===== config.mk =====
export PLATFORM = sky130hd
export DESIGN_NAME = tmr_pipeline_seu_monitor
export DESIGN_NICKNAME = d
export VERILOG_FILES = /design/src/rtl/tmr_seu_pkg.sv /design/src/rtl/seu_sat_counter.sv /design/src/rtl/tmr_pipeline_seu_monitor.sv
export SDC_FILE = /design/constraint.sdc
export NUM_CORES = 1
export LEC_CHECK = 0
export CAP_MARGIN = 10
export CORE_ASPECT_RATIO = 1.1
export CORE_UTILIZATION = 57
export DETAILED_ROUTE_END_ITERATION = 7
export PLACE_DENSITY = 0.77
export SETUP_SLACK_MARGIN = 0.5
export SYNTH_ARGS = -nofsm -noshare
export SYNTH_HDL_FRONTEND = slang
export SYNTH_SLANG_ARGS = --single-unit

===== constraint.sdc =====
create_clock -name clk -period 1.9 [get_ports clk]
set_clock_uncertainty 0.1 [all_clocks]
set_input_delay 0.19 -clock clk [delete_from_list [all_inputs] [get_ports clk]]
set_output_delay 0.19 -clock clk [all_outputs]
set_load 0.01 [all_outputs]

===== src/rtl/tmr_seu_pkg.sv =====
`default_nettype none
// ============================================================================
// Package : tmr_seu_pkg
// Brief   : Shared defaults and helpers for the TMR pipeline / SEU monitor.
// Rev     : 1.0  initial release
// ============================================================================
package tmr_seu_pkg;

    localparam int c_defWidth    = 8;
    localparam int c_defDepth    = 4;
    localparam int c_defNerr     = 4;
    localparam int c_defCntWidth = 8;

    function automatic int clog2(input int n);
        int r;
        r = 0;
        while ((1 << r) < n) r = r + 1;
        return r;
    endfunction

    function automatic longint cntMax(input int w);
        return (longint'(1) << w) - 1;
    endfunction

endpackage
`default_nettype wire


===== src/rtl/seu_sat_counter.sv =====
`default_nettype none
// ============================================================================
// Module : seu_sat_counter
// Brief  : Saturating event counter with a sticky "reached all-ones" flag.
// Rev    : 1.0  initial release
// ============================================================================
module seu_sat_counter
    import tmr_seu_pkg::*;
#(
    parameter int W = c_defCntWidth
) (
    input  logic         clk,
    input  logic         rstn,
    input  logic         clr,
    input  logic         inc,
    output logic [W-1:0] cnt,
    output logic         sat
);

    localparam logic [W-1:0] c_max = W'(cntMax(W));
    localparam logic [W-1:0] c_one = W'(1);

    always_ff @(posedge clk or negedge rstn) begin
        if (!rstn) begin
            cnt <= '0;
            sat <= 1'b0;
        end else if (clr) begin
            cnt <= '0;
            sat <= 1'b0;
        end else begin
            if (inc && (cnt != c_max)) begin
                cnt <= cnt + c_one;
            end
            // Flag rises on the same edge the count lands on all-ones
            if ((cnt == c_max) || (inc && (cnt == (c_max - c_one)))) begin
                sat <= 1'b1;
            end
        end
    end

endmodule
`default_nettype wire


===== src/rtl/tmr_pipeline_seu_monitor.sv =====
`default_nettype none
// ============================================================================
// Module : tmr_pipeline_seu_monitor
// Brief  : Stallable data pipeline plus per-source SEU rising-edge counters.
// Rev    : 1.0  initial release
// ============================================================================
module tmr_pipeline_seu_monitor
    import tmr_seu_pkg::*;
#(
    parameter  int WIDTH       = c_defWidth,
    parameter  int DEPTH       = c_defDepth,
    parameter  int NERR        = c_defNerr,
    parameter  int SEUCNTWIDTH = c_defCntWidth,
    localparam int SELW        = (clog2(NERR) > 1) ? clog2(NERR) : 1
) (
    input  logic                   clk,
    input  logic                   rstn,
    input  logic                   en,
    input  logic [WIDTH-1:0]       d,
    input  logic                   dValid,
    output logic [WIDTH-1:0]       q,
    output logic                   qValid,
    input  logic [NERR-1:0]        tmrErr,
    input  logic                   seuCountClr,
    input  logic [SELW-1:0]        cntSel,
    output logic [SEUCNTWIDTH-1:0] seuCount,
    output logic [SEUCNTWIDTH-1:0] errCycles,
    output logic [NERR-1:0]        satFlag,
    output logic                   errPulse
);

    // Each stage carries {valid, data}
    logic [WIDTH:0] r_stage   [DEPTH];
    logic [WIDTH:0] w_stageIn [DEPTH];

    for (genvar i = 0; i < DEPTH; i++) begin : g_stage
        if (i == 0) begin : g_head
            assign w_stageIn[i] = {dValid, d};
        end else begin : g_tail
            assign w_stageIn[i] = r_stage[i-1];
        end

        always_ff @(posedge clk or negedge rstn) begin
            if (!rstn) begin
                r_stage[i] <= '0;
            end else if (en) begin
                r_stage[i] <= w_stageIn[i];
            end
        end
    end

    assign q      = r_stage[DEPTH-1][WIDTH-1:0];
    assign qValid = r_stage[DEPTH-1][WIDTH];

    // Edge registers ignore seuCountClr so a level held across a clear is not recounted
    logic [NERR-1:0] r_errS;
    logic [NERR-1:0] r_errP;
    logic [NERR-1:0] w_ev;
    logic            w_anyEv;
    logic            r_errPulse;

    always_ff @(posedge clk or negedge rstn) begin
        if (!rstn) begin
            r_errS <= '0;
            r_errP <= '0;
        end else begin
            r_errS <= tmrErr;
            r_errP <= r_errS;
        end
    end

    assign w_ev    = r_errS & ~r_errP;
    assign w_anyEv = |w_ev;

    always_ff @(posedge clk or negedge rstn) begin
        if (!rstn) begin
            r_errPulse <= 1'b0;
        end else if (seuCountClr) begin
            r_errPulse <= 1'b0;
        end else begin
            r_errPulse <= w_anyEv;
        end
    end

    assign errPulse = r_errPulse;

    logic [SEUCNTWIDTH-1:0] w_cnt [NERR];
    logic                   w_unusedSat;

    for (genvar i = 0; i < NERR; i++) begin : g_src
        seu_sat_counter #(.W(SEUCNTWIDTH)) u_cnt (
            .clk  (clk),
            .rstn (rstn),
            .clr  (seuCountClr),
            .inc  (w_ev[i]),
            .cnt  (w_cnt[i]),
            .sat  (satFlag[i])
        );
    end

    seu_sat_counter #(.W(SEUCNTWIDTH)) u_errCycles (
        .clk  (clk),
        .rstn (rstn),
        .clr  (seuCountClr),
        .inc  (w_anyEv),
        .cnt  (errCycles),
        .sat  (w_unusedSat)
    );

    // Out-of-range selects fall through to zero
    logic [SEUCNTWIDTH-1:0] w_selCnt;
    logic [SEUCNTWIDTH-1:0] r_seuCount;

    always_comb begin
        w_selCnt = '0;
        for (int i = 0; i < NERR; i++) begin
            if (cntSel == SELW'(i)) w_selCnt = w_cnt[i];
        end
    end

    always_ff @(posedge clk or negedge rstn) begin
        if (!rstn) begin
            r_seuCount <= '0;
        end else begin
            r_seuCount <= w_selCnt;
        end
    end

    assign seuCount = r_seuCount;

endmodule
`default_nettype wire


---- After elaboration in Yosys (flattened, before gate mapping) ----
Cells that the tools add are included.
word-level totals
  register bits after elaboration ......... 97
  input bits .............................. 19
  output and inout bits ................... 30
  word-level logic and storage cells ...... 87
cells by class
  add/subtract/negate cells ............... 5
  eq/ne operators ......................... 16
  mux-type cells .......................... 23
  bitwise gates (word level) .............. 2
  reductions and logical operators ........ 24
operator list
  operator                                              count
  2-to-1 mux 8 bit                                      14
  equality test 8 bit (second input constant)           8
  adder 8 x 1 -> 8 bit (second input constant)          5
  inequality test 8 bit (second input constant)         5
  nonzero test 2 bit                                    9
  logical AND 1 bit                                     9
  2-to-1 mux 1 bit                                      9
  bitwise AND 4 bit                                     1
  equality test 2 bit (second input constant)           2
  logical OR 1 bit                                      4
  inverter 4 bit                                        1
  OR reduction 4 bit                                    1
  equality test 2 x 1 -> 1 bit (second input constant)  1
  zero test 2 bit                                       1

---- Longest topological paths before layout ----
Gate-level depths: netlist of the first run.
  word-level depth ........................ 6
  mapped depth ............................ 6
  mapped depth without buffers ............ 6

---- Hierarchy ----
From an unflattened synthesis of the first run, not the netlist that was laid out.
second synthesis, totals
  cell total of the unflattened synthesis .. 403
  area, all modules ....................... 4778.3 sq um
by module, submodules not included
  module                                 instances  cells an instance  area each (sq um)  seq. area each (sq um)
  tmr_pipeline_seu_monitor               1          121                2088.3             1326.3
  seu_sat_counter at g_src[1].u_cnt ...  3          56                 533.0              225.2
  seu_sat_counter at g_src[0].u_cnt      1          55                 546.8              225.2
  seu_sat_counter at g_src[2].u_cnt      1          59                 544.3              225.2

---- Least setup slack after synthesis of the first run ----
Ideal clock, no wire load.
  path kind ............................... flip-flop to flip-flop
  start ................................... register g_src[0].u_cnt.cnt[0]
  end ..................................... register g_src[0].u_cnt.cnt[7]
  setup time .............................. 0.132 ns
  arrival ................................. 1.438 ns
  data required time ...................... 1.668 ns
  slack ................................... 0.230 ns
  stages on the path, launching flop included .. 6
  buffers on the path ..................... 0
  period minus slack after synthesis ...... 1.670 ns
  path through ............................ dfrtp_1 -> ha_1 -> and3_1 -> a2111oi_4 -> xnor2_1 -> nor2_1
between the ends
  cells in the longest elaborated chain, start to end .. 3
  elaborated cells between the ends (all ways) .. 6
  classes of those cells .................. add/sub (1); eq/ne (1); mux (2); reduce/logical (2)
RTL lines
  item                                                                  RTL line                                      source
  from (decl)                                                           seu_sat_counter.sv:16                         output logic [W-1:0] cnt,
  from (signal assigned)                                                seu_sat_counter.sv:32                         cnt <= cnt + c_one;
  adder 8 x 1 -> 8 bit / inequality test 8 bit (equally long branches)  seu_sat_counter.sv:32, seu_sat_counter.sv:31
  2-to-1 mux 8 bit / logical AND 1 bit (equally long branches)          seu_sat_counter.sv:31                         if (inc && (cnt != c_max)) begin
  2-to-1 mux 8 bit / nonzero test 2 bit (equally long branches)         --
Parallel ways exist; a longest one is shown, timed or not. The select of a mux whose other input is x is not followed.
A chain may end at the register's enable or synchronous reset.

---- Final worst setup path of the first run ----
  start ................................... register r_errP[1]
  end ..................................... register u_errCycles.cnt[3]
between the ends
  cells in the longest elaborated chain, start to end .. 5
RTL lines
  item                          RTL line                        source
  from (decl)                   tmr_pipeline_seu_monitor.sv:57  logic [NERR-1:0] r_errP;
  from (signal assigned)        tmr_pipeline_seu_monitor.sv:68  r_errP <= r_errS;
  inverter 4 bit                tmr_pipeline_seu_monitor.sv:72  assign w_ev = r_errS & ~r_errP;
  bitwise AND 4 bit             tmr_pipeline_seu_monitor.sv:72
  OR reduction 4 bit            tmr_pipeline_seu_monitor.sv:73  assign w_anyEv = |w_ev;
  logical AND 1 bit             seu_sat_counter.sv:31
  nonzero test 2 bit (no line)  --
  to (signal assigned)          seu_sat_counter.sv:32
  to (decl)                     seu_sat_counter.sv:16
No other way between the ends.

==> impl_metrics.csv, run 1 <==
group,metric,value,unit
timing,slew_headroom,65.36,%
yosys,synthArstFlopShare,100.0,%
yosys,synth.area.top_cells,"dfrtp_1 52%, mux2_2 8.8%, mux4_2 3.9%",
critical_path,reg2reg_from,"r_errP[1]$_DFF_PN0_",
floorplan,row_count,34,
timing,rsz0062_at_grt,"yes",
critical_path,crit_path_cell_trace,"and2b_2 -> nor4_4 -> buf_6 -> or4_4 -> a21oi_2",
grt,met2_usage,41.47,%
timing,worst_pin_slew,0.5196,ns
timing,finalSetupViolations,0,
cells_and_area,final_area,0.006381,mm^2
power_and_ir_drop,p_clk_share,29.9,%
critical_path,cpPeakStageDelay,0.50,ns
grt,antenna_found_initial,0,
cells_and_area,final_common_cell,"dfrtp_1",
yosys,ys_seq_elements,97,
yosys,ys_warn_count,0,
min_path,worstHoldStart,"tmrErr[3]",
placement,gp_congestion,0.8448,
critical_path,crit_fanout,6,
run_status,outcome,"completed",
grt,grt_max_degree,98,
timing,min_period_over_period,89.54,%
grt,grt_pass1_wl,16160,um
placement,place_hpwl,5976,um
yosys,ys.flop_type,"dfrtp_1",
power_and_ir_drop,p_sw_share,27.48,%
yosys,yosysTopAreaCell,"dfrtp_1",
clock_network,path_clk_slew,0.11,ns
grt,grt_pass1_vias,3278,
floorplan,pin_count,49,
route,drcViolationCount,0,
floorplan,die_h,96.47,um
cells_and_area,instances_no_fill,592,
yosys,synth_edf_count,0,
yosys,synth_top_area_share,52.49,%
grt,use_met1,33.47,%
timing,finalHoldWorstSlack,0.1472,ns
placement,port_buffers,48,
yosys,mappedNetlistArea,0.004624,mm^2
critical_path,slowest_stage,"or4_4",
power_and_ir_drop,power_switching,1.175,mW
yosys,yosysUniqueCellTypes,55,
timing,drv_slew,0,
yosys,syn_nets,399,
job,cap_violations,0,
cells_and_area,final_cell_mix,"74 x dfrtp_1, 53 x buf_4, 36 x mux2_2",
route,drtPass1Iterations,5,
cells_and_area,fin_util,81.08,%
route,detail_route.vias_per_cell,5.867,
grt,grt_util_all_layers,25.17,%
placement,dp.cells,507,
route,drt-total-wl,11240,um
clock_network,cts_root_buffer,"clkbuf_8",
timing,hold_violations,0,
min_path,hp-class,"in -> reg",
cells_and_area,synthToLayoutAreaGrowth,37.99,%
power_and_ir_drop,power.total,4.276,mW
cells_and_area,fin_nets,507,
clock_network,cts_sinks,97,
clock_network,cts_max_path_buffers,2,
critical_path,cp-end-kind,"flop",
cells_and_area,drive_gt1_share,50.62,%
critical_path,cp.arrival,1.90,ns
power_and_ir_drop,intPower,3.101,mW
power_and_ir_drop,p_seq_share,54.5,%
clock_network,htreeDepth,3,
clock_network,clock_latency,0.37,ns
critical_path,critPathKind,"reg -> reg",
yosys,seq_area_frac_synth,52.49,%
yosys,avgSynthCellArea,12.46,um^2
placement,dp_slack,0.1750,ns
clock_network,cts_tree,"yes",
floorplan,core_area,0.007870,mm^2
timing,fin_setup_tns,0,ns
cells_and_area,diodes,0,
route,routedWlPerCell,18.98,um
critical_path,regToRegSetupSlack,0.20,ns
clock_network,cts-buffers-inserted,9,
floorplan,die_x,87.88,um
power_and_ir_drop,p_leak,2.623,nW
route,vias,3473,
timing,max_freq,0.5878,GHz
grt,overflow,0,
floorplan,dieArea,0.008478,mm^2
route,detail_route.iter0.violations,202,
power_and_ir_drop,p_per_area,670.1,mW/mm^2
power_and_ir_drop,ir_worst_vdd,0.4008,mV
critical_path,startpoint_type,"flop",
timing,min_period,1.701,ns
critical_path,required,2.10,ns
yosys,postSynthCellCount,371,
critical_path,worstSetupStartpoint,"r_errP[1]$_DFF_PN0_",
route,drtAntennaViolNets,0,
power_and_ir_drop,p_comb_share,15.6,%
timing,fin_ws,0.1988,ns
grt,grt.busiest_layer,"met2",
floorplan,initial_utilization,58.76,%
grt,gr-usage-met3,3.993,%
placement,place_area,0.005309,mm^2
==> power by group through the flow <==
stage	Clock [mW]	Combinational [mW]	Sequential, mW
after global placement	0	0.535	2.37
after CTS	1.28	0.614	2.33
after floorplan	0	0.354	2.36
after detailed placement	0	0.553	2.38
after global routing	1.37	0.726	2.36
final	1.28	0.669	2.33
==> critical path: cells and delay by family, from the launching register on <==
| family | cells | cell delay, ns |
|---|---|---|
| AOI/OAI and AO/OA | 1 | 0.14 |
| buffers and inverters | 1 | 0.14 |
| DFF | 1 | 0.40 |
| and+or+nand+nor | 3 | 0.85 |
==> path summary, 6_finish.rpt <==
path,end,depth (start not counted)
worst max-delay path,u_errCycles.cnt[3]$_DFFE_PN0P_,5
worst min-delay path,r_errS[3]$_DFF_PN0_,1
min in group asynchronous,r_stage[14]$_DFFE_PN0P_,3
worst min register to register,r_stage[10]$_DFFE_PN0P_,1
worst max register to register,u_errCycles.cnt[3]$_DFFE_PN0P_,5
max in group asynchronous,g_src[0].u_cnt.cnt[0]$_DFFE_PN0P_,3
==> synth_stat cells, types with 2 or more instances <==
cell type / number
a2111oi_4: 3
a211oi_1: 11
a21o_1: 2
a21oi_1: 13
a31oi_1: 5
a41oi_1: 4
and3_1: 2
and4_1: 4
buf_2: 6
buf_4: 13
buf_6: 3
clkbuf_1: 4
dfrtp_1: 97
ha_1: 9
inv_1: 9
mux2_2: 36
mux4_2: 8
nand2_1: 11
nand2b_1: 4
nand3_1: 13
nand3b_1: 3
nand4_1: 5
nand4b_1: 2
nor2_1: 35
nor2b_4: 3
nor3_1: 6
nor4_4: 2
o211ai_1: 2
o21ai_0: 3
o21ba_2: 2
o21bai_1: 2
o31ai_1: 4
o41ai_1: 2
or3_1: 2
or4_1: 5
xnor2_1: 16
xor2_1: 2
==> sequential cells by signal, indices dropped and copies added (netlist names) <==
| signal | count |
|---|---|
| errPulse | 1 |
| g_src.u_cnt.cnt | 32 |
| g_src.u_cnt.sat | 4 |
| q | 8 |
| qValid | 1 |
| r_errP | 4 |
| r_errS | 4 |
| r_stage | 27 |
| seuCount | 8 |
| u_errCycles.cnt | 8 |
==> logic make-up (layout without fill, tap and decap cells) <==
logic type,Yosys count,count (layout),share of synthesized area [%]
buf+inv,38,151,4.924
mux,46,46,13.20
fa+ha+maj,9,9,2.435
simple gates,109,109,14.20
compound gates,54,54,9.334
flops,97,97,52.49
xor+xnor,18,18,3.409
==> layout make-up <==
cell class | count | area, um^2
sequential | 97 | 2456
tap | 108 | 135.1
timing repair buffer | 126 | 1170
clock buffer | 10 | 127.6
multi-input combinational | 236 | 2406
clock inverter | 6 | 52.55
inverter | 9 | 33.78
fill | 421 | 1489
==> timing repair <==
action,CTS,global route
setup buffers,45,22
pin swaps,33,35
hold buffers,1,0
gates cloned,1,0
hold endpoints to repair,97,0
gates resized for setup,86,54
endpoints found under the setup margin,71,50
==> per-layer routing <==
metal | up-vias | share of wire, %
met4 | 0 | 2.6
met2 | 127 | 51
met5 | - | 0
met3 | 31 | 4.8
met1 | 1757 | 41
li1 | 1558 | -
Note: power is estimated with default switching activity, not from simulation.
==> run 2, diff against run 1 <==
--- a/config.mk
+++ b/config.mk
@@ -8,6 +8,7 @@
 export CAP_MARGIN = 10
 export CORE_ASPECT_RATIO = 1.1
 export CORE_UTILIZATION = 57
+export CTS_CLUSTER_SIZE = 40
 export DETAILED_ROUTE_END_ITERATION = 7
 export PLACE_DENSITY = 0.77
 export SETUP_SLACK_MARGIN = 0.5
==> results of run 2 <==
Same layout as run 1: the final DEF is identical, and so are final timing and power.
